===== src/rtl/ifetch_pkg.sv =====
// rtl/ifetch_pkg.sv - shared types and constants for the instruction fetch stage
package ifetch_pkg;

    // Fetch sequencer states
    typedef enum logic [1:0] {
        ST_IDLE  = 2'd0,
        ST_REQ   = 2'd1,
        ST_DRAIN = 2'd2,
        ST_HOLD  = 2'd3
    } ifetch_state_t;

    localparam logic [31:0] PC_INC                 = 32'd4;
    localparam logic [31:0] DEFAULT_RESET_PC       = 32'h0000_0000;
    localparam int unsigned DEFAULT_TIMEOUT_CYCLES = 16;

    // Force a byte address onto a word boundary
    function automatic logic [31:0] word_align(input logic [31:0] addr);
        return {addr[31:2], 2'b00};
    endfunction

endpackage


===== src/rtl/ifetch_watchdog.sv =====
// rtl/ifetch_watchdog.sv - counts consecutive unanswered memory request cycles
module ifetch_watchdog #(
    parameter int unsigned TIMEOUT_CYCLES = 16
) (
    input  logic clk,
    input  logic reset,
    input  logic i_waiting,
    output logic o_expired
);

    localparam int unsigned CW = $clog2(TIMEOUT_CYCLES + 1);

    logic [CW-1:0] r_count;

    // Expiry fires during the last permitted waiting cycle so the fetch stage
    // can abandon the request on the same edge the limit is reached.
    assign o_expired = i_waiting && (r_count == CW'(TIMEOUT_CYCLES - 1));

    // Count waiting cycles; any cycle without a pending request restarts the count
    always_ff @(posedge clk) begin
        if (reset) begin
            r_count <= '0;
        end else if (!i_waiting || o_expired) begin
            r_count <= '0;
        end else begin
            r_count <= r_count + CW'(1);
        end
    end

endmodule


===== src/rtl/instruction_fetch.sv =====
// rtl/instruction_fetch.sv - fetch stage: pc, memory req/ack, IR latch, redirects; IFETCH_TIMEOUT_EN adds a watchdog
module instruction_fetch
    import ifetch_pkg::*;
#(
    parameter logic [31:0] RESET_PC       = DEFAULT_RESET_PC,
    parameter int unsigned TIMEOUT_CYCLES = DEFAULT_TIMEOUT_CYCLES
) (
    input  logic        clk,
    input  logic        reset,
    input  logic        fetch_en,
    input  logic        ir_consume,
    input  logic        branch_valid,
    input  logic [31:0] branch_target,
    output logic        mem_req,
    output logic [31:0] mem_addr,
    input  logic        mem_ack,
    input  logic [31:0] mem_rdata,
    output logic [31:0] IR,
    output logic        IR_valid,
    output logic [31:0] IR_pc,
    output logic        align_fault,
    output logic        fetch_error
);

    ifetch_state_t r_state;
    logic [31:0]   r_pc;
    logic          r_mem_req;
    logic [31:0]   r_mem_addr;
    logic [31:0]   r_ir;
    logic          r_ir_valid;
    logic [31:0]   r_ir_pc;
    logic          r_align_fault;
    logic          w_ack;
    logic          w_timeout;
    logic [31:0]   w_target;

    generate
        if (RESET_PC[1:0] != 2'b00) begin : g_bad_reset_pc
            $error("RESET_PC must be word aligned");
        end
        if (TIMEOUT_CYCLES == 0) begin : g_bad_timeout
            $error("TIMEOUT_CYCLES must be non-zero");
        end
    endgenerate

    // An ack only means something while a request is actually on the bus
    assign w_ack    = mem_ack && r_mem_req;
    assign w_target = word_align(branch_target);

`ifdef IFETCH_TIMEOUT_EN
    logic w_waiting;
    logic r_fetch_error;

    assign w_waiting = r_mem_req && !mem_ack;

    ifetch_watchdog #(
        .TIMEOUT_CYCLES (TIMEOUT_CYCLES)
    ) u_watchdog (
        .clk       (clk),
        .reset     (reset),
        .i_waiting (w_waiting),
        .o_expired (w_timeout)
    );

    // Sticky error flag; only reset clears it
    always_ff @(posedge clk) begin
        if (reset) begin
            r_fetch_error <= 1'b0;
        end else if (w_timeout && !branch_valid) begin
            r_fetch_error <= 1'b1;
        end
    end

    assign fetch_error = r_fetch_error;
`else
    assign w_timeout   = 1'b0;
    assign fetch_error = 1'b0;
`endif

    // Fetch sequencer: a redirect outranks timeout, ack and consume in the same cycle
    always_ff @(posedge clk) begin
        if (reset) begin
            r_state       <= ST_IDLE;
            r_pc          <= RESET_PC;
            r_mem_req     <= 1'b0;
            r_mem_addr    <= RESET_PC;
            r_ir          <= '0;
            r_ir_valid    <= 1'b0;
            r_ir_pc       <= '0;
            r_align_fault <= 1'b0;
        end else begin
            r_align_fault <= 1'b0;
            if (branch_valid) begin
                r_pc          <= w_target;
                r_ir_valid    <= 1'b0;
                r_align_fault <= (branch_target[1:0] != 2'b00);
                case (r_state)
                    ST_REQ: begin
                        if (w_ack) begin
                            // Returned word belongs to the old stream: drop it
                            r_state    <= ST_REQ;
                            r_mem_req  <= 1'b1;
                            r_mem_addr <= w_target;
                        end else begin
                            // Read still in flight; let it finish at the stale address
                            r_state <= ST_DRAIN;
                        end
                    end
                    ST_DRAIN: begin
                        r_state <= ST_DRAIN;
                    end
                    default: begin
                        r_state    <= ST_REQ;
                        r_mem_req  <= 1'b1;
                        r_mem_addr <= w_target;
                    end
                endcase
            end else if (w_timeout) begin
                r_state   <= ST_IDLE;
                r_mem_req <= 1'b0;
            end else begin
                case (r_state)
                    ST_IDLE: begin
                        if (fetch_en) begin
                            r_state    <= ST_REQ;
                            r_mem_req  <= 1'b1;
                            r_mem_addr <= r_pc;
                        end
                    end
                    ST_REQ: begin
                        if (w_ack) begin
                            r_ir       <= mem_rdata;
                            r_ir_pc    <= r_pc;
                            r_ir_valid <= 1'b1;
                            r_pc       <= r_pc + PC_INC;
                            r_mem_req  <= 1'b0;
                            r_state    <= ST_HOLD;
                        end
                    end
                    ST_DRAIN: begin
                        if (w_ack) begin
                            // Stale word discarded; request continues at the redirected pc
                            r_state    <= ST_REQ;
                            r_mem_addr <= r_pc;
                        end
                    end
                    ST_HOLD: begin
                        if (ir_consume) begin
                            r_ir_valid <= 1'b0;
                            if (fetch_en) begin
                                r_state    <= ST_REQ;
                                r_mem_req  <= 1'b1;
                                r_mem_addr <= r_pc;
                            end else begin
                                r_state <= ST_IDLE;
                            end
                        end
                    end
                    default: begin
                        r_state <= ST_IDLE;
                    end
                endcase
            end
        end
    end

    assign mem_req     = r_mem_req;
    assign mem_addr    = r_mem_addr;
    assign IR          = r_ir;
    assign IR_valid    = r_ir_valid;
    assign IR_pc       = r_ir_pc;
    assign align_fault = r_align_fault;

endmodule


===== config.mk =====
export PLATFORM = sky130hd
export DESIGN_NAME = instruction_fetch
export DESIGN_NICKNAME = d
export VERILOG_FILES = /design/src/rtl/ifetch_pkg.sv /design/src/rtl/ifetch_watchdog.sv /design/src/rtl/instruction_fetch.sv
export SDC_FILE = /design/constraint.sdc
export NUM_CORES = 1
export LEC_CHECK = 0
export ABC_CLOCK_PERIOD_IN_PS = 2200
export CELL_PAD_IN_SITES_DETAIL_PLACEMENT = 1
export CELL_PAD_IN_SITES_GLOBAL_PLACEMENT = 2
export CORE_UTILIZATION = 27
export CTS_BUF_LIST = sky130_fd_sc_hd__clkbuf_16
export CTS_CLUSTER_SIZE = 10
export DETAILED_ROUTE_END_ITERATION = 8
export PLACE_DENSITY_LB_ADDON = 0.1
export SYNTH_ARGS = -nofsm -noshare
export SYNTH_HDL_FRONTEND = slang
export SYNTH_SLANG_ARGS = --single-unit

===== constraint.sdc =====
create_clock -name clk -period 2.2 [get_ports clk]
set_input_delay 0.55 -clock clk [delete_from_list [all_inputs] [get_ports clk]]
set_output_delay 0.55 -clock clk [all_outputs]
set_load 0.05 [all_outputs]

-- After elaboration in Yosys (flattened, before gate mapping)
Cells that the tools add are included.
Widths: inputs -> output; s select.
- equality and inequality tests: 12
- bitwise operators: 1
- multiplexer cells: 28
- reductions and logical operators: 17
- $add $sub $neg: 1
- operators with widths (operator ; count):
    $mux 32 ; 8
    $pmux 32 s3 ; 1
    $pmux 32 s2 ; 1
    $add 32x3->32 const B ; 1
    $ne 3x3->1 const B ; 5
    $mux 2 ; 6
    $ne 2x2->1 const B ; 4
    $pmux 2 s4 ; 1
    $reduce_and 4->1 ; 2
    $reduce_bool 2->1 ; 4
    $reduce_bool 4->1 ; 2
    $mux 1 ; 7
    $reduce_and 3->1 ; 2
    $reduce_and 5->1 ; 1
    $eq 2x2->1 const B ; 2
    $pmux 1 s2 ; 2
    $pmux 2 s2 ; 1
    $reduce_and 2->1 ; 2
    $reduce_or 2->1 ; 2
    $pmux 1 s3 ; 1
    $eq 2x1->1 const B ; 1
    $logic_not 2->1 ; 1
    $logic_and 1x1->1 ; 1
    $not 1->1 ; 1
- input port bits: 70
- output and inout bits: 100
- word-level logic and storage cells: 68
- flip-flop bits (word level): 133

-- Depth between registers and ports, before layout
Gate-level depths: netlist (run 1).
- depth after elaboration: 4
- gate-level depth with buffers: 8
- depth with buffers taken out: 6

-- Worst setup path before layout (run 1)
No wires, ideal clock.
- path kind: reg2reg
- start point: reg r_mem_req, in the netlist mem_req
- end point: reg r_pc[25]
- stages on the path, launching flop included: 7
- period minus slack after synthesis: 2157 ps
- setup time: 91 ps
- arrival time: 2066 ps
- path buffers: 2
- required time: 2109 ps
- setup slack: 43 ps
- cells stage by stage: dfxtp_1 > buf_2 > and4_1 > buf_2 > nand3_2 > or4_1 > a311oi_1
- longest elaborated chain between the ends: 3
- ends and longest elaborated chain (element ; RTL line ; source):
    start: declaration ; instruction_fetch.sv:27 ; logic r_mem_req;
    start signal: assignment ; instruction_fetch.sv:85 ; r_mem_req <= 1'b0;
    start signal: assignment ; instruction_fetch.sv:102 ; r_mem_req <= 1'b1;
    start signal: assignment ; instruction_fetch.sv:114 ; r_mem_req <= 1'b1;
    $logic_and 1x1->1 ; instruction_fetch.sv:47 ; assign w_ack = mem_ack && r_mem_req;
    $reduce_bool 2->1 (no line) ; -- ;
    $reduce_and 2->1 (no line) ; -- ;
    end signal: assignment ; instruction_fetch.sv:94 ; r_pc <= w_target;
    end signal: assignment ; instruction_fetch.sv:135 ; r_pc <= r_pc + PC_INC;
    end: declaration ; instruction_fetch.sv:26 ; logic [31:0] r_pc;
Every way passes these cells.
A chain may end at the register's enable or synchronous reset.

-- Worst setup path in the final report (run 1)
- start point: reg r_ir_pc[24], in the netlist IR_pc[24]
- end point: out IR_pc[24]
- RTL lines (element ; RTL line ; source):
    start: declaration ; instruction_fetch.sv:31 ; logic [31:0] r_ir_pc;
    start signal: assignment ; instruction_fetch.sv:133 ; r_ir_pc <= r_pc;
    end: declaration ; instruction_fetch.sv:20 ; output logic [31:0] IR_pc,
No word-level cell between the ends.

==> results of run 1 <==
-- Yosys cell counts (10+ instances only) --
| library cell | n | area (µm²) |
|---|---|---|
| a311oi_1 | 10 | 87.6 |
| nand4_1 | 13 | 81.3 |
| dfxtp_1 | 127 | 2540 |
| nand3_1 | 15 | 75.1 |
| nor2b_1 | 31 | 194 |
| a21oi_1 | 82 | 410 |
| mux2_2 | 30 | 338 |
| nor2_1 | 50 | 188 |
| buf_2 | 12 | 60.1 |
| nand2_1 | 158 | 593 |
| nor3_1 | 14 | 70.1 |
| clkbuf_1 | 39 | 146 |
| mux2i_1 | 22 | 220 |
-- flip-flops by register name (all words and copies together), names as in the netlist --
register     flops
IR_valid         1
IR              32
mem_req          1
r_pc            30
r_state          2
IR_pc           30
mem_addr        30
align_fault      1
-- per-stage QoR --
| step | total power [mW] | hold WS (ns) | utilization, % | cells | instance area (µm²) |
|---|---|---|---|---|---|
| floorplan | 3.41 | 0.458 | - | 731 | 5950 |
| global placement | 3.93 | 0.441 | 38.0 | 1159 | 8100 |
| detailed placement | 3.95 | 0.448 | 38.0 | 1159 | 8100 |
| CTS | 6.82 | 0.456 | 40.8 | 1191 | 8680 |
| global route | 7.02 | 0.471 | 41.0 | 1193 | 8730 |
| finish | 6.73 | 0.454 | 41.0 | 1193 | 8730 |
-- kinds of logic after synthesis --
kind of cell	share of synthesized area (%)
adder cells (fa/ha/maj)	1.05
AND/OR/NAND/NOR	25.3
XOR/XNOR	1.62
other	0.0632
AO/OA/AOI/OAI	14.8
buffers and inverters	4.87
multiplexers	9.40
flip-flops	42.8
-- where the power goes --
group / switching [mW] / internal [mW] / total (mW)
clock network: 1.14 / 1.68 / 2.82
logic: 0.777 / 0.576 / 1.35
registers: 0.123 / 2.44 / 2.56
total: 2.04 / 4.69 / 6.73
-- metal layers --
| layer | part of all wire [%] | GRT usage [%] | up-vias |
|---|---|---|---|
| met4 | 1.2 | 6.11 | 0 |
| met3 | 4.5 | 3.79 | 18 |
| met1 | 48 | 24.8 | 2819 |
| met2 | 46 | 30.1 | 152 |
| met5 | 0 | 0 | - |
| li1 | - | - | 2859 |
-- final timing paths --
path                        to  depth (start not counted)       start
setup / recovery     IR_pc[24]                          1   IR_pc[24]
hold / removal        IR_pc[8]                          2    IR_pc[8]
setup reg to reg  mem_addr[11]                          6  r_state[0]
hold reg to reg       IR_pc[8]                          2    IR_pc[8]
-- placed cells by master (no fill, tap or decap), types with 5 or more instances in the layout --
cell,count
nand2_1,157
clkdlybuf4s50_1,145
dfxtp_1,127
a21oi_1,82
buf_4,58
nor2_1,49
nor2b_1,31
mux2_2,30
mux2i_1,22
clkbuf_16,17
nand3_1,14
nor3_1,14
nand4_1,13
a311oi_1,10
inv_1,9
a211oi_1,9
or4_1,8
o31ai_1,8
xnor2_1,7
buf_12,7
and3_1,6
nand2b_1,6
clkinvlp_4,6
a211o_1,5
o31a_1,5
conb_1,5
-- tightest hold or removal path, cell delays in order, from the launching register on --
cell,delay (ns)
dfxtp_1,0.31
nand2_1,0.05
a21oi_1,0.05
-- area by class of cell --
class	instances	area share [%]
Timing Repair Buffer	214	23.7
Sequential cell	127	29.1
Tap cell	275	3.94
Clock buffer	17	4.87
Clock inverter	15	1.85
Multi-Input combinational cell	536	36.1
Inverter	9	0.387
-- repair_timing --
| item | 4_1_cts | 5_1_grt |
|---|---|---|
| endpoints found under the setup margin | 4 | 22 |
| pin swaps | 0 | 1 |
| gates cloned | 0 | 0 |
| gates resized for setup | 1 | 6 |
| endpoints found under the hold margin | 0 | 0 |
| buffers inserted | 0 | 2 |
==> flow_summary_export.csv, run 1 <==
group,metric,value,unit
timing,min_period_over_period,98.2,%
clock_network,cts-buffers-inserted,17,
global_routing,grt_pass1_wl,32.5,mm
timing,fin_crit,2.16,ns
global_routing,grt_pass1_vias,6108,
critical_path,cp_num_buf_inv,1,
timing,setup_viol,0,
floorplanning,num_io_pins,170,
power,peakVddDrop,0.360,mV
clock_network,clockBufferDepth,2,
finish,layout-drive-gt1-share,15.1,%
finish,antennaDiodeCount,0,
logic_synthesis,ys_seq_area_share,42.8,%
critical_path,critPathMaxStageDelay,0.85,ns
floorplanning,die_h,150,µm
critical_path,critPathKind,"register to primary output",
hold_path,min_path_type,"register to register",
place,hpwl,15.2,mm
logic_synthesis,netlist-cell-type-count,50,
drt,finalWirelength,20.4,mm
timing,skew,0.0110,ns
finish,layout.area.seq,2540,µm²
place,portBuffers,164,
clock_network,clock-sinks,127,
logic_synthesis,synth-main-ff-cell,"dfxtp_1",
drt,vias_per_cell,4.90,
clock_network,insertion_delay,0.42,ns
finish,layout.nets,980,
timing,report.final.hold_viol_count,0,
timing,finalSetupTns,0,ns
critical_path,crit_fanout,2,
critical_path,start_kind,"register",
drt,final_antenna_net_count,0,
timing,fmax,0.463,GHz
critical_path,worstPathRequired,1.65,ns
logic_synthesis,synth_area,5930,µm²
drt,wl_per_cell,17.1,µm
global_routing,antenna_found_initial,0,
clock_network,h-tree-depth,4,
finish,areaGrowthSynthToFinish,47.1,%
floorplanning,initial_utilization,27.9,%
finish,fillers,2505,
clock_network,root_buffer,"clkbuf_16",
logic_synthesis,synth_seq_cells,127,
timing,fin_ws,0.0388,ns
logic_synthesis,avgSynthCellArea,8.16,µm²
clock_network,hold_buffers,0,
power,leakagePower,3.22,nW
drt,vias,5848,
critical_path,critical_path_arrival,1.61,ns
logic_synthesis,ys_warn_count,0,
timing,worst_slew_pin_slew,0.578,ns
place,gp_congestion,0.793,
logic_synthesis,async_reset_ff_share,0,%
logic_synthesis,synth_edf_count,0,
timing,slew_violations,0,
floorplanning,die-area,22600,µm²
flow_run,maxCapViolCount,0,
critical_path,critical_path.cell_chain,"clkdlybuf4s50_1",
run_status,outcome,"finished clean",
critical_path,crit_slowest_cell,"clkdlybuf4s50_1",
global_routing,track_usage,18.7,%
floorplanning,die_w,150,µm
finish,multi_input_area,3150,µm²
critical_path,path_delay_family,"buffers and inverters",
clock_network,path_clk_slew,0.06,ns
drt,drt_first_pass_iters,6,
drt,drt_iter0_markers,265,
drt,drc,0,
floorplanning,fp.coreArea,21300,µm²
critical_path,end_kind,"primary output",
power,powerDensity,771,nW/µm²
logic_synthesis,syn_inst,727,
critical_path,timing.reg2reg.setup_slack,0.13,ns
clock_network,cts_tree,"yes",
global_routing,gr-total-overflow,0,
floorplanning,std_cell_rows,53,
timing,relSlewSlack,61.3,%
timing,rsz0062_at_grt,"no",
place,place_ws,-0.393,ns
global_routing,grt_max_degree,52,
Power figures use the tool's default switching activity.
==> inputs of run 2 (changes only) <==
--- a/config.mk
+++ b/config.mk
@@ -8,6 +8,7 @@
 export ABC_CLOCK_PERIOD_IN_PS = 2200
 export CELL_PAD_IN_SITES_DETAIL_PLACEMENT = 1
 export CELL_PAD_IN_SITES_GLOBAL_PLACEMENT = 2
+export CORE_MARGIN = 5
 export CORE_UTILIZATION = 27
 export CTS_BUF_LIST = sky130_fd_sc_hd__clkbuf_16
 export CTS_CLUSTER_SIZE = 10
==> run 2 against run 1 <==
Net effect: sequential cell count stayed put; clock skew is 0.00076 ns lower; critical path depth stayed put; global-route usage is 2.2 points lower; fmax is 1.2% higher.
==> flow_summary_export.csv, run 2 (same netlist as run 1, synthesis figures left out) <==
group,metric,value,unit
finish,design_area,8690,µm²
finish,largest_reg_flops,32,
hold_path,hold_depth,2,
global_routing,gr-total-overflow,0,
floorplanning,num_io_pins,170,
clock_network,root_buffer,"clkbuf_16",
place,place_ws,-0.344,ns
hold_path,hold_end,"IR[21]",
clock_network,clockBufferDepth,2,
place,gp_congestion,0.846,
timing,worst_slew_pin_slew,0.557,ns
run_status,outcome,"finished clean",
place,place_area,8090,µm²
flow_run,maxCapViolCount,0,
critical_path,critical_path.cell_chain,"clkdlybuf4s50_1",
floorplanning,std_cell_rows,54,
critical_path,crit_fanout,2,
finish,areaGrowthSynthToFinish,46.4,%
global_routing,grt_pass1_vias,6046,
power,peakVddDrop,0.400,mV
place,portBuffers,164,
global_routing,track_usage,16.5,%
critical_path,reg2reg_depth,7,
clock_network,h-tree-depth,4,
drt,finalWirelength,20.8,mm
critical_path,timing.reg2reg.setup_slack,0.13,ns
global_routing,antenna_found_initial,0,
critical_path,critPathKind,"register to primary output",
drt,drt_iter0_markers,223,
place,hpwl,15.8,mm
critical_path,worstPathRequired,1.65,ns
timing,fin_ws,0.0652,ns
critical_path,end_kind,"primary output",
global_routing,grt_pass1_wl,32.7,mm
timing,setup_viol,0,
clock_network,clock-sinks,127,
power,powerDensity,773,nW/µm²
timing,min_period_over_period,97.0,%
critical_path,critPathMaxStageDelay,0.84,ns
clock_network,path_clk_slew,0.06,ns
global_routing,grt_max_degree,52,
clock_network,cts-buffers-inserted,17,
timing,slew_violations,0,
timing,finalSetupTns,0,ns
critical_path,crit_slowest_cell,"clkdlybuf4s50_1",
finish,layout-drive-gt1-share,14.7,%
hold_path,min_path_type,"register to register",
finish,layout.nets,974,
hold_path,hold_path.startpoint,"IR[21]",
finish,antennaDiodeCount,0,
clock_network,insertion_delay,0.42,ns
finish,mostFrequentLayoutCells,"nand2_1 (157), clkdlybuf4s50_1 (144), dfxtp_1 (127)",
critical_path,start_kind,"register",
floorplanning,fp.coreArea,21800,µm²
floorplanning,die_h,158,µm
timing,fin_crit,2.13,ns
power,total_power,6.71,mW
critical_path,cp_num_buf_inv,1,
critical_path,critical_path_arrival,1.58,ns
drt,drt_first_pass_iters,4,
finish,final-instance-count-excl-fill,1192,
place,post-place-cells,1159,
drt,final_antenna_net_count,0,
timing,rsz0062_at_grt,"no",
floorplanning,initial_utilization,27.3,%
floorplanning,die_w,158,µm
drt,drc,0,
timing,skew,0.0103,ns
power,leakagePower,3.20,nW
timing,relSlewSlack,62.7,%
critical_path,r2r-end,"r_pc[14]",
finish,layout_commonest_cell,"nand2_1",
floorplanning,die-area,25000,µm²
drt,vias_per_cell,4.85,
critical_path,path_delay_family,"buffers and inverters",
critical_path,r2r_start,"r_state[1]",
drt,wl_per_cell,17.5,µm
clock_network,cts_tree,"yes",
timing,fmax,0.468,GHz
clock_network,hold_buffers,0,
timing,report.final.hold_viol_count,0,
drt,vias,5781,
## run 2: cell count changes in the layout (fill, tap and decap cells not counted), sizes merged
cell / delta
buf: -5
clkdlybuf4s50: -1
clkinv: +3
clkinvlp: -3
## run 2: per-stage QoR
stage | hold slack [ns] | utilization, %
floorplan | 0.458 | -
global placement | 0.441 | 37.2
detailed placement | 0.448 | 37.2
CTS | 0.457 | 39.9
global route | 0.477 | 39.9
finish | 0.454 | 39.9
## run 2: layout make-up
cell class                 count  area [µm²]
sequential                   127        2540
timing repair buffer         208        2050
multi-input combinational    536        3130
clock buffer                  17         425
tap                          280         350
clock inverter                15         159
fill                        2517       13100
inverter                       9        33.8
## run 2: power breakdown
part | total (mW) | switching (mW) | leakage [nW] | internal [mW]
Clock | 2.82 | 1.14 | 0.281 | 1.68
Sequential | 2.56 | 0.124 | 1.04 | 2.44
Combinational | 1.34 | 0.770 | 1.89 | 0.568
Total | 6.71 | 2.03 | 3.20 | 4.68
## run 2: what timing repair did
action / in CTS / in global routing
buffers inserted: 0 / 1
gates resized for setup: 0 / 5
endpoints found under the setup margin: 0 / 36
## run 2: per-layer routing
layer | part of all wire (%) | vias up | routed length (µm) | track usage [%]
li1 | - | 2853 | - | -
met1 | 47 | 2764 | 9860 | 22.4
met2 | 45 | 148 | 9470 | 26.4
met3 | 6.1 | 16 | 1260 | 3.91
met4 | 1.1 | 0 | 228 | 4.31
met5 | 0 | - | 0 | 0
## run 2: how the worst max path moves through the flow
stage / start / to / slack (ns) / depth (start not counted)
after global routing: IR_pc[17] / IR_pc[17] / 0.002 / 1
after floorplan: mem_req / r_pc[25] / 0.04 / 6
final: IR_pc[17] / IR_pc[17] / 0.07 / 1
after CTS: r_state[1] / mem_addr[7] / 0.01 / 7
after detailed placement: mem_ack / r_pc[14] / -0.34 / 6
after global placement: mem_ack / mem_addr[10] / -0.23 / 6
==> inputs of run 3 (changes only) <==
--- a/config.mk
+++ b/config.mk
@@ -17,3 +17,4 @@
 export SYNTH_ARGS = -nofsm -noshare
 export SYNTH_HDL_FRONTEND = slang
 export SYNTH_SLANG_ARGS = --single-unit
+export TNS_END_PERCENT = 10
==> run 3 against run 2 <==
Net effect: worst hold slack hardly changed; global-route usage unchanged; clock power hardly changed; die area stayed put; cell area about the same; largest power group unchanged.
==> flow_summary_export.csv, run 3 (same netlist as run 1, synthesis figures left out) <==
group,metric,value,unit
global_routing,grt_max_degree,52,
critical_path,critPathKind,"register to primary output",
drt,wl_per_cell,17.5,µm
global_routing,grt_pass1_vias,6046,
clock_network,clock-sinks,127,
flow_run,maxCapViolCount,0,
finish,layout-drive-gt1-share,14.7,%
clock_network,hold_buffers,0,
timing,fin_crit,2.14,ns
finish,largest_reg_flops,32,
power,peakVddDrop,0.400,mV
drt,drc,0,
global_routing,track_usage,16.5,%
clock_network,h-tree-depth,4,
critical_path,critical_path_arrival,1.59,ns
drt,drt_iter0_markers,232,
floorplanning,die_h,158,µm
global_routing,gr-total-overflow,0,
timing,report.final.hold_viol_count,0,
clock_network,root_buffer,"clkbuf_16",
floorplanning,initial_utilization,27.3,%
drt,finalWirelength,20.8,mm
timing,min_period_over_period,97.4,%
clock_network,cts-buffers-inserted,17,
power,powerDensity,774,nW/µm²
finish,areaGrowthSynthToFinish,46.3,%
finish,layout_commonest_cell,"nand2_1",
timing,skew,0.0121,ns
hold_path,min_path_type,"register to register",
place,hpwl,15.8,mm
floorplanning,std_cell_rows,54,
timing,worst_slew_pin_slew,0.568,ns
power,total_power,6.72,mW
critical_path,critPathMaxStageDelay,0.85,ns
finish,layout.nets,973,
finish,mostFrequentLayoutCells,"nand2_1 (157), clkdlybuf4s50_1 (144), dfxtp_1 (126)",
critical_path,crit_fanout,2,
finish,finalCoreUtilization,39.9,%
floorplanning,die_w,158,µm
drt,vias,5788,
timing,hold_ws,0.454,ns
place,place_ws,-0.344,ns
clock_network,insertion_delay,0.42,ns
drt,final_antenna_net_count,0,
timing,setup_viol,0,
drt,vias_per_cell,4.86,
floorplanning,num_io_pins,170,
floorplanning,fp.coreArea,21800,µm²
clock_network,cts_setup_buffers,0,
clock_network,cts_tree,"yes",
timing,fmax,0.467,GHz
global_routing,antenna_found_initial,0,
clock_network,path_clk_slew,0.06,ns
drt,drt_first_pass_iters,4,
critical_path,start_kind,"register",
finish,final-instance-count-excl-fill,1191,
timing,fin_ws,0.0565,ns
timing,slew_violations,0,
power,leakagePower,3.20,nW
place,gp_congestion,0.846,
critical_path,worstPathRequired,1.65,ns
critical_path,cp_num_buf_inv,1,
floorplanning,die-area,25000,µm²
critical_path,end_kind,"primary output",
finish,antennaDiodeCount,0,
critical_path,path_delay_family,"buffers and inverters",
timing,relSlewSlack,62.0,%
clock_network,cts_resized,0,
timing,rsz0062_at_grt,"no",
critical_path,crit_slowest_cell,"clkdlybuf4s50_1",
place,portBuffers,164,
place,post-place-cells,1159,
global_routing,grt_pass1_wl,32.7,mm
clock_network,clockBufferDepth,2,
critical_path,critical_path.cell_chain,"clkdlybuf4s50_1",
run_status,outcome,"finished clean",
-- run 3: cell count changes in the layout (fill, tap and decap cells not counted) --
cell     previous run  this run
dfxtp_1           127       126
dfxtp_2             0         1
buf_4              51        50
-- run 3: worst paths after layout --
check / slack (ns) / cells after the start / start / to
worst min-delay path: 0.45 / 2 / IR[21] / IR[21]
worst max-delay path: 0.06 / 1 / IR_pc[2] / IR_pc[2]
worst max register to register: 0.14 / 7 / r_state[1] / r_pc[14]
worst min register to register: 0.45 / 2 / IR[21] / IR[21]
-- run 3: area by class of cell --
| cell class | instances | area [µm²] |
|---|---|---|
| well taps | 280 | 350 |
| flip-flops and latches | 127 | 2540 |
| multi-input cells | 536 | 3130 |
| fillers | 2514 | 13100 |
| inverters | 9 | 33.8 |
| clock inverters | 15 | 159 |
| repair buffers | 207 | 2040 |
| clock buffers | 17 | 425 |
-- run 3: through the flow --
stage	setup TNS [ns]	instance area [µm²]
global placement	-9.91	8090
CTS	0	8670
detailed placement	-15.44	8090
floorplan	0	5950
finish	0	8680
global route	0	8680
-- run 3: power by group --
group	leakage (nW)	total, mW	internal [mW]	switching [mW]
combinational	1.88	1.34	0.568	0.771
sequential	1.04	2.56	2.44	0.124
clock	0.281	2.82	1.68	1.14
-- run 3: layer usage --
metal	share of wire (%)	track usage [%]	routed length, µm
met1	48	22.4	9960
met2	45	26.4	9440
met3	5.6	3.91	1170
met4	1.1	4.31	229
met5	0	0	0
